$ cat src/rtl/char_stream_pkg.sv
// Shared types for the character-stream sink: char width, entry layout,
// writer FSM states and the reader's EOF code.
package char_stream_pkg;

    localparam int CHAR_WIDTH = 8;

    typedef logic [CHAR_WIDTH-1:0] char_t;

    // One buffered stream element; 'last' marks the end of the stream.
    typedef struct packed {
        logic  last;
        char_t ch;
    } stream_entry_t;

    typedef enum logic [1:0] {
        STREAM,
        DRAIN,
        DONE
    } state_e;

    // A truncated read from the reader shows up as an all-ones char.
    localparam char_t EOF_CHAR = '1;

    // Chars the reader emits when it has nothing real to say.
    function automatic logic is_filler_char(input char_t c);
        return (c == '0) || (c == EOF_CHAR);
    endfunction

endpackage

$ cat src/rtl/char_fifo.sv
// Show-ahead synchronous FIFO with occupancy count. The head entry is
// presented on rdata combinationally; push and pop may coincide when full.
module char_fifo #(
    parameter  int DEPTH = 8,
    parameter  int WIDTH = 9,
    localparam int AW    = $clog2(DEPTH),
    localparam int CW    = AW + 1
) (
    input  logic             clock,
    input  logic             reset,
    input  logic             push,
    input  logic [WIDTH-1:0] wdata,
    input  logic             pop,
    output logic [WIDTH-1:0] rdata,
    output logic [CW-1:0]    count,
    output logic             full,
    output logic             empty
);

    localparam logic [CW-1:0] FULL_LVL = CW'(DEPTH);

    logic [WIDTH-1:0] mem_q [DEPTH];
    logic [AW-1:0]    wr_ptr_q, wr_ptr_d;
    logic [AW-1:0]    rd_ptr_q, rd_ptr_d;
    logic [CW-1:0]    count_q,  count_d;

    // Next pointer and occupancy; pointers wrap naturally at the power-of-two depth.
    always_comb begin
        wr_ptr_d = wr_ptr_q;
        rd_ptr_d = rd_ptr_q;
        count_d  = count_q;
        if (push) wr_ptr_d = wr_ptr_q + 1'b1;
        if (pop)  rd_ptr_d = rd_ptr_q + 1'b1;
        case ({push, pop})
            2'b10:   count_d = count_q + 1'b1;
            2'b01:   count_d = count_q - 1'b1;
            default: count_d = count_q;
        endcase
    end

    // Pointer and count registers.
    always_ff @(posedge clock) begin
        if (reset) begin
            wr_ptr_q <= '0;
            rd_ptr_q <= '0;
            count_q  <= '0;
        end else begin
            wr_ptr_q <= wr_ptr_d;
            rd_ptr_q <= rd_ptr_d;
            count_q  <= count_d;
        end
    end

    // Storage write.
    // NOTE: the array is deliberately not reset; stale entries are never
    // visible because the consumer only looks at the head while count != 0.
    always_ff @(posedge clock) begin
        if (push) mem_q[wr_ptr_q] <= wdata;
    end

    assign rdata = mem_q[rd_ptr_q];
    assign count = count_q;
    assign full  = (count_q == FULL_LVL);
    assign empty = (count_q == '0);

endmodule

$ cat src/rtl/char_stream_writer.sv
// Sink end of the reader's char stream: buffers chars in a FIFO, throttles
// the reader with pause, and replays the stream over valid/ready.
// Optional build macro CHAR_STREAM_WRITER_FILTER_EN drops 0x00 / all-ones
// chars before the FIFO (a last-flagged filler still leaves an end marker).
module char_stream_writer
    import char_stream_pkg::*;
#(
    parameter  int CHAR_WIDTH   = char_stream_pkg::CHAR_WIDTH,
    parameter  int DEPTH        = 8,
    parameter  int PAUSE_MARGIN = 2,
    localparam int CW           = $clog2(DEPTH) + 1
) (
    input  logic                  clock,
    input  logic                  reset,
    input  logic                  in_valid,
    input  logic [CHAR_WIDTH-1:0] in_char,
    input  logic                  in_last,
    output logic                  pause,
    output logic                  out_valid,
    output logic [CHAR_WIDTH-1:0] out_char,
    output logic                  out_last,
    input  logic                  out_ready,
    output logic                  has_finished,
    output logic                  overflow,
    output logic [CW-1:0]         count
);

    localparam logic [CW-1:0] PAUSE_LVL = CW'(DEPTH - PAUSE_MARGIN);

    state_e                state_q, state_d;
    logic                  overflow_q, overflow_d;
    logic                  fifo_push, fifo_pop, fifo_full, fifo_empty;
    logic [CHAR_WIDTH:0]   fifo_wdata, fifo_rdata;
    logic                  accept;
    logic [CHAR_WIDTH-1:0] store_char;
    logic                  want_push;

    // Decide whether the incoming char reaches the FIFO and what gets stored.
`ifdef CHAR_STREAM_WRITER_FILTER_EN
    logic filler;
    always_comb begin
        filler     = (in_char == '0) || (in_char == '1);
        accept     = !filler || in_last;
        store_char = filler ? '0 : in_char;
    end
`else
    always_comb begin
        accept     = 1'b1;
        store_char = in_char;
    end
`endif

    char_fifo #(
        .DEPTH (DEPTH),
        .WIDTH (CHAR_WIDTH + 1)
    ) u_fifo (
        .clock (clock),
        .reset (reset),
        .push  (fifo_push),
        .wdata (fifo_wdata),
        .pop   (fifo_pop),
        .rdata (fifo_rdata),
        .count (count),
        .full  (fifo_full),
        .empty (fifo_empty)
    );

    // Handshake, push/overflow qualification, FSM next state and outputs.
    always_comb begin
        state_d    = state_q;
        overflow_d = overflow_q;

        out_valid  = (state_q != DONE) && !fifo_empty;
        out_char   = out_valid ? fifo_rdata[CHAR_WIDTH-1:0] : '0;
        out_last   = out_valid && fifo_rdata[CHAR_WIDTH];
        fifo_pop   = out_valid && out_ready;

        want_push  = in_valid && (state_q == STREAM) && accept;
        fifo_push  = want_push && (!fifo_full || fifo_pop);
        fifo_wdata = {in_last, store_char};

        if (want_push && fifo_full && !fifo_pop) overflow_d = 1'b1;

        case (state_q)
            STREAM:  if (fifo_push && in_last) state_d = DRAIN;
            DRAIN:   if (fifo_pop && out_last) state_d = DONE;
            default: state_d = DONE;
        endcase

        pause        = (count >= PAUSE_LVL) || (state_q == DONE);
        has_finished = (state_q == DONE);
        overflow     = overflow_q;
    end

    // FSM state and sticky overflow flag.
    // NOTE: sequential state uses non-blocking assignments so every flop
    // samples its _d value from before this edge.
    always_ff @(posedge clock) begin
        if (reset) begin
            state_q    <= STREAM;
            overflow_q <= 1'b0;
        end else begin
            state_q    <= state_d;
            overflow_q <= overflow_d;
        end
    end

endmodule

$ cat config.mk
export PLATFORM = sky130hd
export DESIGN_NAME = char_stream_writer
export DESIGN_NICKNAME = d
export VERILOG_FILES = /design/src/rtl/char_stream_pkg.sv /design/src/rtl/char_fifo.sv /design/src/rtl/char_stream_writer.sv
export SDC_FILE = /design/constraint.sdc
export NUM_CORES = 1
export LEC_CHECK = 0
export CORE_MARGIN = 10
export CORE_UTILIZATION = 57
export DETAILED_ROUTE_END_ITERATION = 10
export MAX_ROUTING_LAYER = met4
export PLACE_DENSITY = 0.78
export REMOVE_ABC_BUFFERS = 1
export SYNTH_ARGS = -nofsm -noshare
export SYNTH_HDL_FRONTEND = slang
export SYNTH_SLANG_ARGS = --single-unit
$ cat constraint.sdc
create_clock -name clock -period 7.7 [get_ports clock]
set_clock_uncertainty 0.15 [all_clocks]
set_input_delay 1.54 -clock clock [delete_from_list [all_inputs] [get_ports clock]]
set_output_delay 1.54 -clock clock [all_outputs]
set_load 0.01 [all_outputs]
Word level (Yosys, flattened, before mapping):

Memories as Yosys holds them, arrays and structs flattened. A register that Yosys moved wholly into a read port is not among the register bits.
Cells that the tools add are included.
W data, S select, Z words.

* register bits after elaboration: 13
* memory bits (writable): 72
* output and inout bits: 17
* logic and storage cells: 46
* memories kept: 1

Memories
* u_fifo.mem_q: words 8, width 9, rd ports 1, clocked after memory_dff 1, write ports 1, RTL line char_fifo.sv:22 `logic [WIDTH-1:0] mem_q [DEPTH];`

* $add $sub $neg: 4
* order comparisons: 1
* equality and inequality tests: 8
* muxes and demuxes: 9
* reduce and logical (&&, ||, !) cells: 18

Operator list (count)
* $logic_and A1 B1 Y1: 9
* $mux W8: 1
* $pmux W4 S2: 1
* $add A3 B1 Y3 const B: 2
* $mux W3: 2
* $add A4 B1 Y4 const B: 1
* $eq A2 B1 Y1 const B: 2
* $eq A2 B2 Y1 const B: 2
* $eq A4 B4 Y1 const B: 1
* $ge A4 B3 Y1 const B: 1
* $logic_not A4 Y1: 1
* $mux W2: 2
* $ne A2 B2 Y1 const B: 2
* $pmux W2 S2: 1
* $sub A4 B1 Y4 const B: 1
* $logic_not A1 Y1: 3
* $logic_not A2 Y1: 1
* $logic_or A1 B1 Y1: 2
* $mux W1: 2
* $ne A2 B1 Y1 const B: 1
* $reduce_and A2 Y1: 1
* $reduce_bool A2 Y1: 1

Depth between registers and ports, before layout:

Gate-level depths: netlist of run 1.

* word-level depth: 9
* depth in mapped cells: 11
* mapped depth without buffers: 9

Cells and area by module:

A second synthesis of run 1 with hierarchy kept.

* cell total of the unflattened synthesis: 204
* area total of the unflattened synthesis: 3639.7 um2

By module, submodules not included
* char_fifo: times used 1, cells each 175, area each 3414.5 um2
* char_stream_writer: times used 1, cells each 29, area each 225.2 um2

Least setup slack after synthesis of run 1:

OpenSTA, ideal clock, no wires.

* kind: input port to flip-flop
* start point: input in_valid
* end point: memory u_fifo.mem_q[0][0], enable pin
* library setup time: 0.399 ns
* arrival: 2.840 ns
* data required time: 7.151 ns
* slack: 4.311 ns
* stages on the path: 3
* buffers on the path: 0
* path through: nor2b_1 > o211ai_4 > nor4_1

* longest elaborated chain between the ends: 4

Ends and longest elaborated chain
* start: declaration: RTL line char_stream_writer.sv:15 `input logic in_valid,`
* $logic_and A1 B1 Y1: RTL line char_stream_writer.sv:78 `want_push = in_valid && (state_q == STREAM) && accept;`
* $logic_and A1 B1 Y1: RTL line char_stream_writer.sv:79 `fifo_push = want_push && (!fifo_full || fifo_pop);`
* $mux W1: RTL line char_fifo.sv:58 `if (push) mem_q[wr_ptr_q] <= wdata;`
* $mux W1 (implied by the code): RTL line char_fifo.sv:58
* end: declaration: RTL line char_fifo.sv:22

No other way between the ends.

==> results of run 1 <==
==> synthesized netlist by cell type, drive strengths merged <==
| cell | n |
|---|---|
| or4b | 1 |
| nor3b | 2 |
| or3b | 1 |
| a31oi | 2 |
| nor2 | 24 |
| o211ai | 2 |
| a31o | 1 |
| a211oi | 1 |
| mux2 | 1 |
| nand4 | 3 |
| o311ai | 1 |
| nor2b | 3 |
| xnor2 | 2 |
| nor3 | 6 |
| or3 | 1 |
| o31a | 1 |
| ha | 3 |
| inv | 7 |
| o211a | 1 |
| mux4 | 16 |
| and3 | 2 |
| and4 | 2 |
| nand2 | 6 |
| clkbuf | 2 |
| nand2b | 5 |
| nor4 | 1 |
| mux2i | 15 |
| nand3 | 1 |
| edfxtp | 72 |
| a22oi | 1 |
| xor2 | 3 |
| nor4b | 2 |
| nand3b | 1 |
| o21ai | 3 |
| a21oi | 7 |
| o21a | 1 |
| buf | 10 |
| dfxtp | 16 |
| or4 | 1 |
| a211o | 1 |
==> power by group through the flow <==
stage                     Clock [mW]  Sequential [mW]  Combinational (mW)
after floorplan                    0            0.604               0.195
after global placement             0            0.597               0.344
after detailed placement           0            0.599               0.351
after CTS                      0.343            0.588               0.352
after global routing           0.359            0.595               0.375
final                          0.337            0.588               0.346
==> cells by family (layout without fill, tap and decap cells) <==
group | after synthesis | count (layout)
flip-flops | 88 | 88
AND/OR/NAND/NOR | 62 | 62
multiplexers | 32 | 32
AO/OA/AOI/OAI | 22 | 22
buffers and inverters | 19 | 56
XOR/XNOR | 5 | 5
adder cells (fa/ha/maj) | 3 | 3
==> per-layer routing <==
| metal | track usage, % | up-vias |
|---|---|---|
| met5 | - | - |
| met4 | 6.30 | 0 |
| met3 | 3.98 | 11 |
| met2 | 24.2 | 42 |
| met1 | 18.4 | 1053 |
| li1 | - | 958 |
==> worst paths after layout <==
path / endpoint / slack [ns]
setup / recovery: out_char[6] / 3.43
setup reg to reg: u_fifo.count[2] / 5.03
hold / removal: overflow / 0.33
hold reg to reg: overflow / 0.33
==> area by class of cell <==
| type | count | share of cell area (%) |
|---|---|---|
| timing repair buffer | 34 | 7.67 |
| inverter | 7 | 0.615 |
| clock buffer | 9 | 2.90 |
| clock inverter | 6 | 1.99 |
| tap | 77 | 2.25 |
| multi-input combinational | 124 | 26.5 |
| sequential | 88 | 58.1 |
==> worst reg2reg max path, cell delays in order, from the launching register on <==
cell	delay, ns
dfxtp_1	0.45
or4_1	0.68
nand3_1	0.22
nor2_1	0.07
xor2_1	0.15
ha_1	0.24
nor2_1	0.09
nand4_1	0.12
o31a_1	0.27
o21a_1	0.10
==> metrics by stage <==
stage / cells / hold WS, ns / power [mW]
5_1_grt: 345 / 0.407 / 1.33
6_report: 345 / 0.333 / 1.27
3_3_place_gp: 330 / 0.302 / 0.941
2_1_floorplan: 219 / 0.335 / 0.798
3_5_place_dp: 330 / 0.307 / 0.950
4_1_cts: 345 / 0.335 / 1.28
==> registers in the layout, summed over array words and instances (netlist names), named ones only <==
name / cells
u_fifo.mem_q: 72
u_fifo.rd_ptr_q: 3
overflow: 1
u_fifo.count: 4
u_fifo.wr_ptr_q: 3
state_q: 2
==> results.toml, run 1 <==
[synthesis]
ys_warn_count = 0
synth_top_area_share_pct = 58.6
synthesis.area_mm2 = 0.00369
synth_cell_types = 47
synth_area_per_cell_um2 = 16.0
synth_top_family_by_area = "multiplexers"
synth_seq_cells = 88
synth_adder_area_share_pct = 1.02
seq_area_frac_synth_pct = 67.2
yosys-top-cells-area = "edfxtp_1 59%, mux4_2 9.8%, dfxtp_1 8.7%, mux2i_1 4.1%, nor2_1 2.4%"
synthCells = 231
synthSimpleGateAreaFrac_pct = 9.59
synth_compound_area_share_pct = 4.44
synth_top_cell_by_area = "edfxtp_1"
synth_xor_area_share_pct = 1.19
synth.area.mux_share_pct = 14.1

[floorplan]
row_count = 29
fp.dieH_um = 100
chipWidth_um = 100
pin_count = 30
initial_core_util_pct = 58.5
core_area_mm2 = 0.00631
fp.dieArea_mm2 = 0.0101

[timing]
fin_crit_ns = 4.27
relSlewSlack_pct = 36.1
setup_viol = 0
worstMarginPinSlew_ns = 0.955
finalCritPeriodShare_pct = 55.5
achievable-frequency_ghz = 0.234
fin_setup_tns_ns = 0
slew_violations = 0
rsz0062_at_grt = "no"
layout_setup_ws_ns = 3.43
finalHoldViolCount = 0

[setup_path]
cp_top_family = "buffers and inverters"
ff2ff_path_depth = 9
worstPathArrival_ns = 2.58
cp_cell_sequence = "buf_4, mux4_2, mux2i_1, nor2_1, clkdlybuf4s50_1"
cpMaxStageDelayCell = "dfxtp_1"
start_kind = "flop"
endpoint_kind = "output pin"
crit_type = "reg2out"
crit_buf_inv = 2
cp_max_fo = 14
path_depth = 5
cpPeakStageDelay_ns = 0.60
r2r-start = "u_fifo.count[1]"
critPathRequiredTime_ns = 6.01

[global_route]
overflow = 0
antenna_found_initial = 0
grt_max_degree = 21
grt_pass1_vias = 2185
grt_usage_pct = 15.3
grt_pass1_wl_mm = 11.5

[placement]
postPlaceCellArea_mm2 = 0.00407
dp_slack_ns = 3.66
place_hpwl_mm = 4.74
numPortBuffers = 29
gp_congestion = 0.820

[min_path]
hp-class = "reg2reg"
worstHoldStart = "overflow"
min_path_cells = 2

[cts]
post_cts_buffers = 0
clk-insertion-delay-late_ns = 0.35
cts_resized = 0
holdBufCountCts = 0
clk_pin_slew_ns = 0.08
cts_root_buf = "clkbuf_8"
cts_tree = "done"
htree_levels = 3
clk_path_buf_depth = 2
numCtsBuffers = 9
cts.sinks = 88

[cells_and_area]
drive_above_1_share_pct = 16.8
area_growth_pct = 15.8
multi_input_area_mm2 = 0.00113
final_common_cell = "edfxtp_1"
final_cell_mix = "72 x edfxtp_1, 29 x clkdlybuf4s50_1, 24 x nor2_1"
antenna_cells = 0
finalCoreUtilization_pct = 67.7
nNetsFinal = 280
fin_area_mm2 = 0.00427
seq_area_mm2 = 0.00248
num-fill-cells = 439

[drt]
route.met2.wl_mm = 3.62
vias_per_cell = 5.98
initialDrtViolationCount = 101
dr.max_layer_used = "met4"
via_count = 2064
avgRoutedWirePerCell_um = 20.7
drt-met1-wl_mm = 3.07
wl_met3_um = 318
drcViolationCount = 0
ant_nets = 0
drt_first_pass_iters = 4
routed_wl_mm = 7.16

[power_and_ir_drop]
combPwrFrac_pct = 27.2
power_frac_clock_pct = 26.5
p_int_mw = 0.910
power.leakage_nw = 1.40
p_sw_mw = 0.360
pwr-share-seq_pct = 46.3
swShare_pct = 28.3
ir_drop_mv = 0.171
power.density_mw_per_mm2 = 297

[flow_run]
drv_cap = 0

[outcome]
status = "finished clean"
(Power assumes the default switching activity.)
==> run 2: changes to the inputs <==
--- a/config.mk
+++ b/config.mk
@@ -6,10 +6,10 @@
 export NUM_CORES = 1
 export LEC_CHECK = 0
 export CORE_MARGIN = 10
-export CORE_UTILIZATION = 57
+export CORE_UTILIZATION = 52
 export DETAILED_ROUTE_END_ITERATION = 10
 export MAX_ROUTING_LAYER = met4
-export PLACE_DENSITY = 0.78
+export PLACE_DENSITY = 0.75
 export REMOVE_ABC_BUFFERS = 1
 export SYNTH_ARGS = -nofsm -noshare
 export SYNTH_HDL_FRONTEND = slang
==> constraint.sdc (replaced) <==
create_clock -name clock -period 3.7 [get_ports clock]
set_clock_uncertainty 0.15 [all_clocks]
set_input_delay 0.74 -clock clock [delete_from_list [all_inputs] [get_ports clock]]
set_output_delay 0.74 -clock clock [all_outputs]
set_load 0.01 [all_outputs]
==> results.toml, run 2 (synthesis results as in run 1) <==
[cells_and_area]
antenna_cells = 0
nNetsFinal = 289
final_common_cell = "edfxtp_1"
area_growth_pct = 18.5
finalNonFillerCells = 374
drive_above_1_share_pct = 20.1
fin_area_mm2 = 0.00437
largest-register = "u_fifo.mem_q"
largest_reg_flops = 72
final_cell_mix = "72 x edfxtp_1, 29 x clkdlybuf4s50_1, 24 x nor2_1"
num-fill-cells = 519

[timing]
relSlewSlack_pct = 50.1
achievable-frequency_ghz = 0.295
worstMarginPinSlew_ns = 0.738
fin_setup_tns_ns = 0
slew_violations = 0
fin_crit_ns = 3.39
setup_viol = 0
finalHoldViolCount = 0
rsz0062_at_grt = "no"
hold_slack_ns = 0.365
finalCritPeriodShare_pct = 91.6

[drt]
ant_nets = 0
initialDrtViolationCount = 136
avgRoutedWirePerCell_um = 18.7
via_count = 2106
vias_per_cell = 5.63
drcViolationCount = 0
routed_wl_mm = 7.01
drt_first_pass_iters = 4

[placement]
dp.cells = 358
place_hpwl_mm = 4.73
numPortBuffers = 29
gp_congestion = 0.780
postPlaceCellArea_mm2 = 0.00415

[setup_path]
critPathRequiredTime_ns = 2.81
worstPathArrival_ns = 2.50
start_kind = "flop"
cp_max_fo = 14
r2r-start = "u_fifo.count[1]"
ff2ff_path_depth = 9
crit_start = "u_fifo.count[1]"
endpoint_kind = "output pin"
crit_type = "reg2out"

[cts]
cts_resized = 0
cts.sinks = 88
post_cts_buffers = 0
clk-insertion-delay-late_ns = 0.35
clk_path_buf_depth = 2
cts_root_buf = "clkbuf_8"
cts_tree = "done"
htree_levels = 3
numCtsBuffers = 9
clk_pin_slew_ns = 0.09
holdBufCountCts = 0

[floorplan]
fp.dieH_um = 104
initial_core_util_pct = 54.0
fp.dieArea_mm2 = 0.0109
chipWidth_um = 104
pin_count = 30
row_count = 30
core_area_mm2 = 0.00683

[power_and_ir_drop]
power_mw = 2.68
power.leakage_nw = 1.45
ir_drop_mv = 0.374
power.density_mw_per_mm2 = 612

[global_route]
grt_usage_pct = 13.6
overflow = 0
antenna_found_initial = 0
grt_pass1_wl_mm = 11.3
grt_max_degree = 21
grt_pass1_vias = 2095

[outcome]
status = "finished clean"

[flow_run]
drv_cap = 0

[min_path]
worstHoldStart = "overflow"
min_path_cells = 2
hp-class = "reg2reg"
==> run 2: cell count changes in the layout (fill, tap and decap cells not counted), sizes merged <==
cell      delta
clkinvlp     +1
buf          +9
clkinv       -3
inv          +3
==> run 2: cell type report <==
cell class              count  area (um2)  area share (%)
clock inverters             7        98.8            2.26
repair buffers             43         395            9.04
flip-flops and latches     88        2480            56.8
inverters                   7        26.3           0.601
clock buffers               9         124            2.83
well taps                  96         120            2.75
multi-input cells         124        1130            25.8
==> run 2: routing by layer <==
metal	global-route usage (%)	share of wire, %	up-vias
li1	-	-	975
met3	2.66	5.1	8
met5	-	0	-
met4	6.46	1.6	0
met2	21.8	52	61
met1	16.1	41	1062
==> run 2: critical path: stages, from the launching register on <==
cell and delay [ns]:
dfxtp_1 0.46, or4_1 0.67, nand2_2 0.27, inv_1 0.10, and4_1 0.16, clkdlybuf4s50_1 0.48
==> run 2: final timing paths <==
| path | slack [ns] | end |
|---|---|---|
| worst min-delay path | 0.36 | overflow |
| worst max register to register | 1.06 | u_fifo.count[2] |
| worst min register to register | 0.36 | overflow |
| worst max-delay path | 0.31 | out_last |
==> run 2: metrics by stage <==
| step | util [%] | setup WS, ns |
|---|---|---|
| 5_1_grt | 64.0 | 0.149 |
| 3_5_place_dp | 60.8 | 0.681 |
| 2_1_floorplan | - | 1.02 |
| 3_3_place_gp | 60.8 | 0.667 |
| 6_report | 64.0 | 0.310 |
| 4_1_cts | 64.0 | 0.276 |
==> run 2: power breakdown <==
| group | internal, mW | total, mW | switching (mW) |
|---|---|---|---|
| Clock | 0.386 | 0.731 | 0.345 |
| Combinational | 0.402 | 0.757 | 0.355 |
| Sequential | 1.13 | 1.19 | 0.0623 |
==> run 3: changes to the inputs <==
--- a/config.mk
+++ b/config.mk
@@ -5,7 +5,7 @@
 export SDC_FILE = /design/constraint.sdc
 export NUM_CORES = 1
 export LEC_CHECK = 0
-export CORE_MARGIN = 10
+export CORE_MARGIN = 2
 export CORE_UTILIZATION = 52
 export DETAILED_ROUTE_END_ITERATION = 10
 export MAX_ROUTING_LAYER = met4
==> results.toml, run 3 (synthesis results as in run 1) <==
[floorplan]
core_area_mm2 = 0.00683
row_count = 30
fp.dieH_um = 88.3
chipWidth_um = 88.3
fp.dieArea_mm2 = 0.00779
initial_core_util_pct = 54.0
pin_count = 30

[cells_and_area]
seq_area_mm2 = 0.00248
nNetsFinal = 291
final_common_cell = "edfxtp_1"
largest_reg_flops = 72
largest-register = "u_fifo.mem_q"
num-fill-cells = 522
antenna_cells = 0
multi_input_area_mm2 = 0.00113
finalCoreUtilization_pct = 63.5
final_cell_mix = "72 x edfxtp_1, 29 x clkdlybuf4s50_1, 24 x nor2_1"
fin_area_mm2 = 0.00434
drive_above_1_share_pct = 20.4
area_growth_pct = 17.5

[cts]
clk-insertion-delay-late_ns = 0.34
cts_resized = 0
cts.sinks = 88
numCtsBuffers = 9
htree_levels = 3
clk_path_buf_depth = 2
cts_root_buf = "clkbuf_8"
holdBufCountCts = 0
post_cts_buffers = 0
clk_pin_slew_ns = 0.09
cts_tree = "done"

[drt]
routed_wl_mm = 6.47
drt_first_pass_iters = 4
vias_per_cell = 5.41
avgRoutedWirePerCell_um = 17.2
ant_nets = 0
drcViolationCount = 0
via_count = 2036
initialDrtViolationCount = 128

[timing]
achievable-frequency_ghz = 0.296
fin_setup_tns_ns = 0
relSlewSlack_pct = 51.2
hold_slack_ns = 0.333
setup_viol = 0
fin_crit_ns = 3.37
finalHoldViolCount = 0
rsz0062_at_grt = "no"
worstMarginPinSlew_ns = 0.732
slew_violations = 0
finalCritPeriodShare_pct = 91.2

[power_and_ir_drop]
power.leakage_nw = 1.44
power.density_mw_per_mm2 = 577
ir_drop_mv = 0.362
p_int_mw = 1.77
swShare_pct = 29.3
power_frac_clock_pct = 22.6
pwr-share-seq_pct = 47.7
combPwrFrac_pct = 29.6
power_mw = 2.50
p_sw_mw = 0.734

[global_route]
grt_pass1_vias = 2051
grt_max_degree = 21
overflow = 0
grt_pass1_wl_mm = 10.4
antenna_found_initial = 0
grt_usage_pct = 19.0

[placement]
place_hpwl_mm = 4.48
postPlaceCellArea_mm2 = 0.00417
gp_congestion = 0.784
numPortBuffers = 29

[setup_path]
critPathRequiredTime_ns = 2.81
crit_type = "reg2out"
endpoint_kind = "output pin"
start_kind = "flop"
worstPathArrival_ns = 2.48
ff2ff_path_depth = 9
cp_max_fo = 14

[min_path]
hp-class = "reg2reg"
min_path_cells = 2

[flow_run]
drv_cap = 0

[outcome]
status = "finished clean"
==> run 3: cell count changes in the layout (fill, tap and decap cells not counted), sizes merged <==
cell / before / now
buf: 14 / 16
bufinv: 2 / 0
clkinv: 1 / 5
inv: 10 / 8
==> run 3: worst paths after layout <==
check	from	end	slack, ns
max	u_fifo.count[1]	out_last	0.33
min	overflow	overflow	0.33
max reg2reg	u_fifo.count[1]	u_fifo.count[2]	1.06
min reg2reg	overflow	overflow	0.33
==> run 3: area by class of cell <==
cell class | count | share of cell area, %
clock buffer | 9 | 2.86
clock inverter | 7 | 1.10
timing repair buffer | 45 | 9.46
inverter | 7 | 0.606
tap | 96 | 2.77
multi-input combinational | 124 | 26.0
sequential | 88 | 57.2
==> run 3: layer usage <==
metal,vias to the layer above,wire length (um),GRT usage (%)
met5,-,0,-
met4,0,26,6.75
met3,5,169,4.48
met2,30,3250,28.6
met1,1021,3020,25.8
li1,980,-,-
==> run 3: critical path, cell delays in order (launching register included) <==
cell and delay (ns):
dfxtp_1 0.47, or4_1 0.67, nand2_2 0.27, inv_1 0.10, and4_1 0.16, clkdlybuf4s50_1 0.47
==> run 3: power groups by stage <==
stage	clock, mW	sequential, mW	combinational, mW
CTS	0.582	1.20	0.760
finish	0.567	1.20	0.742
floorplan	0	1.26	0.405
global placement	0	1.21	0.747
detailed placement	0	1.22	0.757
global route	0.626	1.21	0.810
==> run 3: metrics by stage <==
step | instances | setup WS [ns]
5_1_grt | 376 | 0.212
6_report | 376 | 0.327
3_5_place_dp | 360 | 0.681
3_3_place_gp | 360 | 0.709
4_1_cts | 376 | 0.289
2_1_floorplan | 219 | 1.02
